## src/rtl/btn_pkg.sv

```systemverilog
// Shared types and default timing constants for the push-button decoder.
package btn_pkg;

    typedef enum logic [1:0] {
        ST_IDLE    = 2'd0,
        ST_PRESSED = 2'd1,
        ST_HELD    = 2'd2
    } btn_state_t;

    // Defaults assume a 12 MHz clock: 10 ms debounce, 1 s long press, 200 ms repeat.
    localparam int DEF_DEBOUNCE_CYCLES   = 120000;
    localparam int DEF_LONG_PRESS_CYCLES = 12000000;
    localparam int DEF_REPEAT_CYCLES     = 2400000;

endpackage

```

## src/rtl/button_debounce.sv

```systemverilog
// Two-flop synchronizer plus stability counter; level flips only after
// DEBOUNCE_CYCLES consecutive synchronized samples disagree with it.
module button_debounce
    import btn_pkg::*;
#(
    parameter int DEBOUNCE_CYCLES = DEF_DEBOUNCE_CYCLES
) (
    input  logic clk,
    input  logic rst_n,
    input  logic btn_n,
    output logic level
);

    localparam int CNT_W = $clog2(DEBOUNCE_CYCLES + 1);

    logic             sync_p0;
    logic             sync_p1;
    logic [CNT_W-1:0] cnt;

    function automatic logic [CNT_W-1:0] sat_inc(input logic [CNT_W-1:0] v);
        return (v == {CNT_W{1'b1}}) ? v : v + 1'b1;
    endfunction

    always_ff @(posedge clk) begin
        if (!rst_n) begin
            sync_p0 <= 1'b0;
            sync_p1 <= 1'b0;
            cnt     <= '0;
            level   <= 1'b0;
        end else begin
            // stage p0/p1: metastability guard, inverted to active-high
            sync_p0 <= ~btn_n;
            sync_p1 <= sync_p0;
            if (sync_p1 == level) begin
                cnt <= '0;
            end else if (cnt == CNT_W'(DEBOUNCE_CYCLES - 1)) begin
                level <= ~level;
                cnt   <= '0;
            end else begin
                cnt <= sat_inc(cnt);
            end
        end
    end

endmodule

```

## src/rtl/button_decoder.sv

```systemverilog
// Debounced push-button classifier: short press, long press and optional
// auto-repeat (enabled by defining BUTTON_REPEAT_EN).
module button_decoder
    import btn_pkg::*;
#(
    parameter int DEBOUNCE_CYCLES   = DEF_DEBOUNCE_CYCLES,
    parameter int LONG_PRESS_CYCLES = DEF_LONG_PRESS_CYCLES,
    parameter int REPEAT_CYCLES     = DEF_REPEAT_CYCLES
) (
    input  logic clk,
    input  logic rst_n,
    input  logic btn_n,
    output logic pressed,
    output logic short_press,
    output logic long_press,
    output logic repeat_press
);

    localparam int HOLD_W = $clog2(LONG_PRESS_CYCLES + 1);

    if (DEBOUNCE_CYCLES < 2 || LONG_PRESS_CYCLES < 2 || REPEAT_CYCLES < 2) begin : g_param_check
        $error("button_decoder: cycle parameters must be at least 2");
    end

    logic              deb_level;
    btn_state_t        state, state_nxt;
    logic [HOLD_W-1:0] hold_cnt, hold_nxt;
    logic              short_nxt, long_nxt;

    function automatic logic [HOLD_W-1:0] sat_inc_hold(input logic [HOLD_W-1:0] v);
        return (v == {HOLD_W{1'b1}}) ? v : v + 1'b1;
    endfunction

    button_debounce #(
        .DEBOUNCE_CYCLES(DEBOUNCE_CYCLES)
    ) u_debounce (
        .clk   (clk),
        .rst_n (rst_n),
        .btn_n (btn_n),
        .level (deb_level)
    );

`ifdef BUTTON_REPEAT_EN
    localparam int REP_W = $clog2(REPEAT_CYCLES + 1);

    logic [REP_W-1:0] rep_cnt, rep_cnt_nxt;
    logic             rep_nxt;

    function automatic logic [REP_W-1:0] sat_inc_rep(input logic [REP_W-1:0] v);
        return (v == {REP_W{1'b1}}) ? v : v + 1'b1;
    endfunction

    always_ff @(posedge clk) begin
        if (!rst_n) begin
            rep_cnt      <= '0;
            repeat_press <= 1'b0;
        end else begin
            rep_cnt      <= rep_cnt_nxt;
            repeat_press <= rep_nxt;
        end
    end
`else
    assign repeat_press = 1'b0;
`endif

    // Pulses are registered so they line up with the registered pressed level.
    always_ff @(posedge clk) begin
        if (!rst_n) begin
            state       <= ST_IDLE;
            hold_cnt    <= '0;
            pressed     <= 1'b0;
            short_press <= 1'b0;
            long_press  <= 1'b0;
        end else begin
            state       <= state_nxt;
            hold_cnt    <= hold_nxt;
            pressed     <= deb_level;
            short_press <= short_nxt;
            long_press  <= long_nxt;
        end
    end

    always_comb begin
        state_nxt = state;
        hold_nxt  = hold_cnt;
        short_nxt = 1'b0;
        long_nxt  = 1'b0;
`ifdef BUTTON_REPEAT_EN
        rep_cnt_nxt = rep_cnt;
        rep_nxt     = 1'b0;
`endif
        case (state)
            ST_IDLE: begin
                if (deb_level) begin
                    state_nxt = ST_PRESSED;
                    hold_nxt  = '0;
                end
            end
            ST_PRESSED: begin
                // release is tested first so it wins over the long threshold
                if (!deb_level) begin
                    state_nxt = ST_IDLE;
                    short_nxt = 1'b1;
                end else if (hold_cnt == HOLD_W'(LONG_PRESS_CYCLES - 1)) begin
                    state_nxt = ST_HELD;
                    long_nxt  = 1'b1;
`ifdef BUTTON_REPEAT_EN
                    rep_cnt_nxt = '0;
`endif
                end else begin
                    hold_nxt = sat_inc_hold(hold_cnt);
                end
            end
            ST_HELD: begin
                if (!deb_level) begin
                    state_nxt = ST_IDLE;
`ifdef BUTTON_REPEAT_EN
                end else if (rep_cnt == REP_W'(REPEAT_CYCLES - 1)) begin
                    rep_nxt     = 1'b1;
                    rep_cnt_nxt = '0;
                end else begin
                    rep_cnt_nxt = sat_inc_rep(rep_cnt);
`endif
                end
            end
            default: state_nxt = ST_IDLE;
        endcase
    end

endmodule

```

## config.mk

```make
export PLATFORM = sky130hd
export DESIGN_NAME = button_decoder
export DESIGN_NICKNAME = d
export VERILOG_FILES = /design/src/rtl/btn_pkg.sv /design/src/rtl/button_debounce.sv /design/src/rtl/button_decoder.sv
export SDC_FILE = /design/constraint.sdc
export NUM_CORES = 1
export LEC_CHECK = 0
export ABC_AREA = 1
export CAP_MARGIN = 30
export CORE_ASPECT_RATIO = 0.8
export CORE_MARGIN = 3
export CORE_UTILIZATION = 45
export CTS_CLUSTER_SIZE = 24
export DETAILED_ROUTE_END_ITERATION = 8
export GPL_ROUTABILITY_DRIVEN = 0
export HOLD_SLACK_MARGIN = 0.12
export PLACE_DENSITY = 0.7
export SLEW_MARGIN = 40
export SYNTH_ARGS = -nofsm -noshare
export SYNTH_HDL_FRONTEND = slang
export SYNTH_HIERARCHICAL = 1
export SYNTH_SLANG_ARGS = --single-unit
```

## constraint.sdc

```tcl
create_clock -name clk -period 1.94 [get_ports clk]
set_input_delay 0.291 -clock clk [delete_from_list [all_inputs] [get_ports clk]]
set_output_delay 0.291 -clock clk [all_outputs]
set_load 0.05 [all_outputs]
```

* Yosys cells after proc, flatten, opt, wreduce, memory -nomap -nowiden
Index checks and enable logic that the tools add are counted.
Word-level totals: register bits after elaboration 49, input port bits 3, output and inout bits 4
Operators by class: $add $sub $neg 2, equal/unequal tests 13, multiplexer cells 12, bitwise logic cells 4, reductions and logical operators 8
Operators with widths (number):
- 24-bit 2-to-1 mux | 4
- 24-bit equality test (second input constant) | 2
- 24-bit case mux with 2 select lines | 1
- 17-bit equality test (second input constant) | 2
- 24-bit by 1-bit adder with 24-bit output (second input constant) | 1
- 17-bit by 1-bit adder with 17-bit output (second input constant) | 1
- 2-bit 2-to-1 mux | 4
- 2-bit != test (second input constant) | 3
- 2-bit case mux with 3 select lines | 1
- 3-bit AND reduction | 2
- 5-bit AND reduction | 1
- 2-bit by 1-bit != test with 1-bit output (second input constant) | 2
- 1-bit NOT | 4
- 2-bit AND reduction | 2
- 3-bit != test (second input constant) | 1
- 3-bit OR reduction | 1
- 2-bit by 1-bit equality test with 1-bit output (second input constant) | 1
- 2-bit equality test (second input constant) | 1
- 2-bit zero test | 1
- 1-bit 2-to-1 mux | 2
- 2-bit nonzero test | 1
- 1-bit equality test | 1

* Longest topological paths before layout
Gate-level depths: netlist (run 1).
word-level depth 5, mapped depth 14

* Hierarchy
Netlist (run 1), hierarchy kept.
By module, submodules not included:
- button_decoder | times used 1, cells each 317, area each 1943.1 sq um, sequential area each 580.6 sq um
- button_debounce | times used 1, cells each 162, area each 1123.6 sq um, sequential area each 400.4 sq um

* Worst setup path before layout (run 1)
OpenSTA, ideal clock, no wires.
kind register to register, start point register u_debounce.cnt[5], end point register u_debounce.cnt[7], arrival time 1.681 ns, data required time 1.824 ns, setup slack 0.143 ns, stages on the path, launching flop included 13, buffers on the path 1, clock period less this slack 1.797 ns, cells stage by stage dfxtp_1 nand2_1 nor2_1 nand2_1 nor3_1 ha_1 buf_2 inv_2 nand2_1 nor2_4 nand2_2 xor2_1 nor2_1
On the way: word-level cells in the longest chain between the ends 2, elaborated cells on any way between the ends 4, classes of those cells add/sub (1); eq/ne (2); reduce/logical (1)
Ends and longest elaborated chain:
- start: declaration | line button_debounce.sv:18 | logic [CNT_W-1:0] cnt;
- start signal: assignment | line button_debounce.sv:40 | cnt <= sat_inc(cnt);
- parallel branches: the longest is 2 deep, another holds 17-bit by 1-bit adder with 17-bit output
Several ways; the timed one is not identified. A chain may end at the register's enable or synchronous reset.

* Final worst setup path (run 1)
start point register u_debounce.cnt[0], end point register u_debounce.cnt[7]
The elaborated chain is that of the path after synthesis.

==> results of run 1 <==
## critical path: cells and delay by family, from the launching register on
kind          cells  cell delay [ns]
buf+inv           1             0.04
flops             1             0.36
xor+xnor          1             0.15
simple gates      6             0.67
fa+ha+maj         2             0.45
## synth_stat cells (all sizes together)
cell	count
mux2i	2
clkinv	3
clkbuf	4
xnor2	6
buf	5
nor3	5
nand2	168
a31o	1
dfxtp	49
o21ai	4
o21bai	5
or2	1
nand3b	1
a21oi	15
xor2	11
nor2	96
ha	3
and3	2
conb	1
nand4	15
nand3	23
inv	59
## routing by layer
metal  up-vias  share of wire  track usage
li1       1536              -            -
met2        86           0.41        0.289
met3        17          0.063       0.0428
met1      1336           0.51        0.281
met4         0          0.014       0.0477
met5         -              0            0
## stage by stage
stage | total power, W | cell area (um^2) | instances | hold WS, ns
global placement | 0.00107 | 3370 | 586 | 0.396
finish | 0.00168 | 3500 | 595 | 0.428
floorplan | 0.00106 | 3070 | 479 | 0.363
global route | 0.00173 | 3500 | 595 | 0.449
CTS | 0.00169 | 3480 | 595 | 0.430
detailed placement | 0.00107 | 3370 | 586 | 0.404
## what timing repair did
| action | in CTS | in global routing |
|---|---|---|
| endpoints found under the setup margin | 13 | 15 |
| gates resized for setup | 3 | 7 |
| setup buffers | 1 | 0 |
| hold buffers | 0 | 0 |
| pin swaps | 1 | 1 |
## sequential cells by signal, summed over array words and instances (netlist names)
signal	cells
u_debounce/sync_p0	1
state	2
u_debounce/sync_p1	1
short_press	1
u_debounce/cnt	17
u_debounce/level	1
pressed	1
hold_cnt	24
long_press	1
## cell families (layout without fill, tap and decap cells)
| group | after synthesis | count (layout) | share of synthesized area |
|---|---|---|---|
| AND/OR/NAND/NOR | 311 | 311 | 0.456 |
| buffers and inverters | 71 | 103 | 0.0971 |
| flip-flops | 49 | 49 | 0.320 |
| AO/OA/AOI/OAI | 25 | 25 | 0.0583 |
| XOR/XNOR | 17 | 17 | 0.0486 |
| adder cells (fa/ha/maj) | 3 | 3 | 0.0122 |
| multiplexers | 2 | 2 | 0.00653 |
| other | 1 | 1 | 0.00122 |
## final cells by class
class | count | area, um^2
Fill cell | 666 | 3010
Multi-Input combinational cell | 359 | 1810
Sequential cell | 49 | 985
Timing Repair Buffer | 33 | 273
Inverter | 62 | 233
Tap cell | 84 | 105
Clock buffer | 5 | 68.8
Clock inverter | 3 | 22.5
## final timing paths
| kind | endpoint | slack (ns) | depth (start not counted) |
|---|---|---|---|
| min reg2reg | u_debounce/sync_p1$_SDFF_PN0_ | 0.43 | 2 |
| max | u_debounce/cnt[7]$_SDFFE_PP0P_ | 0.14 | 10 |
| min | u_debounce/sync_p1$_SDFF_PN0_ | 0.43 | 2 |
| max reg2reg | u_debounce/cnt[7]$_SDFFE_PP0P_ | 0.14 | 10 |
## where the power goes
part / switching [W] / internal, W / total, W
Sequential: 0.00000140 / 0.00101 / 0.00101
Combinational: 0.0000249 / 0.0000108 / 0.0000357
Clock: 0.000374 / 0.000257 / 0.000631
Total: 0.000400 / 0.00128 / 0.00168
==> results.toml, run 1 <==
[cts]
ctsLongestPathBuffers = 2
clock_latency_ns = 0.31
cts_made_buffers = 5
htree_levels = 2
cts_tree = "done"
cts_root_buffer = "clkbuf_8"
cts_sinks = 49
cts.reportedPaths.clkPinSlew_ns = 0.10

[timing]
max_freq_mhz = 555
finalHoldViolCount = 0
rsz0062_at_grt = "false"
drv_slew = 0
worstMarginPinSlew_ns = 0.542
worst_slack_ns = 0.137
slew-limit-headroom = 0.637
clock_skew_ns = 0.0126
fin_crit_sh = 0.929
fin_tns_setup_ns = 0
finalSetupViolCount = 0
post-route-min-period_ns = 1.80

[die]
start_util = 0.471
fp.dieArea_mm2 = 0.00785
core_area_mm2 = 0.00651
ios = 7
dieWidth_um = 98.3
die_h_um = 79.8
core.rowCount = 26

[setup_path]
path_max_fanout = 5
critPathKind = "reg -> reg"
cp_cell_sequence = "ha_2 -> nand3_2 -> nor3_2 -> ha_2 -> inv_2 -> nand2_1 -> nor2_4 -> nand2_2 -> xor2_1 -> nor2_1"
worstReg2RegStart = "u_debounce/cnt[0]$_SDFFE_PP0P_"
crit_path_top_delay_cell = "dfxtp_2"
cp_slowest_stage_delay_ns = 0.36
path_common_cell = "ha_2"
critPathCaptureType = "flip-flop"
crit_arrival_ns = 1.98
critPathLaunch = "u_debounce/cnt[0]$_SDFFE_PP0P_"
startpoint_type = "flip-flop"
crit_required_ns = 2.12

[global_route]
grt_overflow = 0
grt_use_total = 0.194
antenna_found_initial = 0
grt_pass1_wl_um = 12500
grt_max_degree = 18
grt_pass1_vias = 2664

[detailed_routing]
drt_iter0_markers = 177
drc_errors = 0
vias_per_cell = 5.00
ant_nets = 0
first_pass_iters = 7
num_vias = 2975
wl_per_cell_um = 12.1
wl_um = 7200

[logic_synthesis]
avgSynthCellArea_um2 = 6.40
synth_area_leaders = "dfxtp_1 32%, nand2_1 20%, nor2_1 9.9%, inv_1 6.7%, xor2_1 3.1%"
syn-num-nets = 485
netlist.area_leader.share = 0.320
ys_seq_area_frac = 0.320
synth_warnings = 6
synthDistinctLibCells = 37
netlist_area_mm2 = 0.00307
synthesis.instances = 479
ys_seq_elements = 49
yosysTopAreaCell = "dfxtp_1"

[worst_hold_path]
holdCritStartpoint = "u_debounce/sync_p0$_SDFF_PN0_"
hold_path.class = "reg -> reg"

[final_layout]
num_antenna_cells = 0
final_cell_mix = "161 x nand2_1, 79 x nor2_1, 55 x inv_1, 46 x dfxtp_1, 27 x buf_4"
area_growth_syn_to_layout_pct = 14.0
fin_nets = 516
layout_commonest_cell = "nand2_1"
final_util = 0.538
layout-drive-gt1-share = 0.170

[job]
cap_violations = 0

[status]
status = "complete, no violations"

[placed_design]
place_ws_ns = -0.0558
dp_hpwl_um = 5630
port_buffers = 5

[power_and_ir_drop]
vdd_drop_max_v = 0.000285
p_leak_nw = 1.41
power_density_mw_per_mm2 = 479
No activity file was read; power rests on OpenSTA's default activity.
==> inputs of run 2 (changes only) <==
SLEW_MARGIN = not set   (was 40)
==> results of run 2 <==
Same layout as run 1: the final DEF is identical, and so are final timing and power.
==> inputs of run 3 (changes only) <==
CORE_ASPECT_RATIO = not set   (was 0.8)
SETUP_SLACK_MARGIN = 0.4   (was not set)
==> results.toml, run 3 (same netlist as run 1, synthesis figures left out) <==
[timing]
max_freq_mhz = 598
worst_slack_ns = 0.268
fin_crit_sh = 0.862
drv_slew = 0
finalSetupViolCount = 0
post-route-min-period_ns = 1.67
finalHoldViolCount = 0
clock_skew_ns = 0.0112
whs_ns = 0.422
rsz0062_at_grt = "true"

[setup_path]
critPathCaptureType = "flip-flop"
critical_path.top_delay_family = "simple AND/OR/NAND/NOR gates"
cp_slowest_stage_delay_ns = 0.37
critPathKind = "reg -> reg"
r2r_end = "u_debounce/cnt[8]$_SDFFE_PP0P_"
crit_required_ns = 2.15
startpoint_type = "flip-flop"
path_max_fanout = 4
cp.depth = 11
worst-r2r-cell-count = 11
reg2reg_slack_ns = 0.27
crit_path_top_delay_cell = "dfxtp_2"
worstReg2RegStart = "u_debounce/cnt[10]$_SDFFE_PP0P_"
crit_arrival_ns = 1.88
cp_cell_sequence = "nand2_4 -> nor2_4 -> nand2_4 -> nor3_4 -> ha_4 -> nor2_4 -> nand2_2 -> inv_2 -> nand2_2 -> xor2_1 -> nor2_1"
crit_buf_inv = 1

[detailed_routing]
wl_um = 8230
first_pass_iters = 5
wl_per_cell_um = 13.4
vias_per_cell = 5.10
drt_iter0_markers = 203
num_vias = 3132
ant_nets = 0
drc_errors = 0

[final_layout]
layout-drive-gt1-share = 0.326
top_register = "hold_cnt"
layout_commonest_cell = "nand2_1"
ff_latch_area_mm2 = 0.00102
multi_input_area_mm2 = 0.00209
fin_nets = 542
final_cell_mix = "138 x nand2_1, 69 x nor2_1, 54 x inv_1, 47 x buf_4, 28 x dfxtp_1"
fin_cells = 614
final_util = 0.629
area_growth_syn_to_layout_pct = 32.4
largest_reg_flops = 24
largestRegisters = "hold_cnt (24), u_debounce/cnt (17), state (2)"
fin_area_mm2 = 0.00406
num_antenna_cells = 0
fill_cells = 558

[cts]
cts.reportedPaths.clkPinSlew_ns = 0.10
cts_tree = "done"
cts_sinks = 49
ctsLongestPathBuffers = 2
cts_root_buffer = "clkbuf_8"
cts_made_buffers = 5
clock_latency_ns = 0.31
htree_levels = 2

[placed_design]
dp_cells = 568
port_buffers = 5
dpl-instance-area_mm2 = 0.00333
dp_hpwl_um = 5190
place_ws_ns = -0.0393

[worst_hold_path]
holdCritStartpoint = "u_debounce/sync_p0$_SDFF_PN0_"
min_path_cells = 2
hold_path.class = "reg -> reg"
holdPathEnd = "u_debounce/sync_p1$_SDFF_PN0_"

[global_route]
grt_pass1_wl_um = 13600
met1_usage = 0.296
grt_overflow = 0
antenna_found_initial = 0
grt_max_degree = 17
grt_use_total = 0.217
gr-usage-met3 = 0.0400
top_usage_layer = "met2"
grt_pass1_vias = 2940
use_met2 = 0.357

[power_and_ir_drop]
p_switching_w = 0.000405
p_leak_nw = 1.70
pwr-share-clk = 0.392
combPwrFrac = 0.025
power_density_mw_per_mm2 = 422
internal_power_w = 0.00131
vdd_drop_max_v = 0.000379
p_seq_frac = 0.582
p_sw_frac = 0.236

[die]
start_util = 0.475
die_h_um = 88.6
fp.dieArea_mm2 = 0.00784
ios = 7
core_area_mm2 = 0.00646
core.rowCount = 29
dieWidth_um = 88.6

[job]
cap_violations = 0

[status]
status = "complete, no violations"
==> run 3: cell types whose count changed in the layout (fill, tap and decap cells not counted), sizes merged <==
cell,delta
buf,+25
clkdlybuf4s50,-3
nor2,+1
dlygate4sd2,+3
clkbuf,+1
inv,+1
clkinv,-2
==> run 3: worst max path at each step <==
stage | endpoint | start
after detailed placement | hold_cnt[11]$_SDFFE_PN0P_ | hold_cnt[0]$_SDFFE_PN0P_
after global routing | u_debounce/cnt[8]$_SDFFE_PP0P_ | u_debounce/cnt[10]$_SDFFE_PP0P_
after global placement | hold_cnt[9]$_SDFFE_PN0P_ | hold_cnt[0]$_SDFFE_PN0P_
after CTS | hold_cnt[2]$_SDFFE_PN0P_ | hold_cnt[0]$_SDFFE_PN0P_
after floorplan | u_debounce/cnt[7]$_SDFFE_PP0P_ | u_debounce/cnt[7]$_SDFFE_PP0P_
final | u_debounce/cnt[8]$_SDFFE_PP0P_ | u_debounce/cnt[10]$_SDFFE_PP0P_
==> run 3: per-layer routing <==
metal,part of all wire,up-vias
li1,-,1583
met1,0.46,1410
met2,0.46,112
met3,0.056,27
met4,0.025,0
met5,0,-
==> run 3: area by class of cell <==
class | count | share of cell area
sequential | 49 | 0.252
inverter | 62 | 0.0585
clock buffer | 6 | 0.0203
timing repair buffer | 58 | 0.125
tap | 77 | 0.0237
clock inverter | 2 | 0.00431
multi-input combinational | 360 | 0.515
==> run 3: repair_timing <==
action | 4_1_cts | 5_1_grt
gates resized for setup | 66 | 25
gates cloned | 1 | 1
hold buffers | 0 | 0
pin swaps | 31 | 12
setup buffers | 26 | 10
endpoints found under the setup margin | 44 | 44
==> run 3: power by group through the flow <==
stage | registers [W] | clock network [W] | logic (W)
floorplan | 0.00103 | 0 | 0.0000260
global placement | 0.00103 | 0 | 0.0000356
detailed placement | 0.00103 | 0 | 0.0000360
CTS | 0.00100 | 0.000690 | 0.0000433
global route | 0.00100 | 0.000720 | 0.0000471
finish | 0.000999 | 0.000672 | 0.0000437
==> run 3: per-stage QoR <==
step	power, W	setup TNS [ns]
2_1_floorplan	0.00106	0
3_3_place_gp	0.00107	0
3_5_place_dp	0.00107	-0.120
4_1_cts	0.00173	0
5_1_grt	0.00177	0
6_report	0.00172	0
==> run 3: tightest hold or removal path: cells and delay by family (launching register included) <==
kind / cells / cell delay [ns]
simple gates: 1 / 0.04
buf+inv: 1 / 0.04
flops: 1 / 0.32
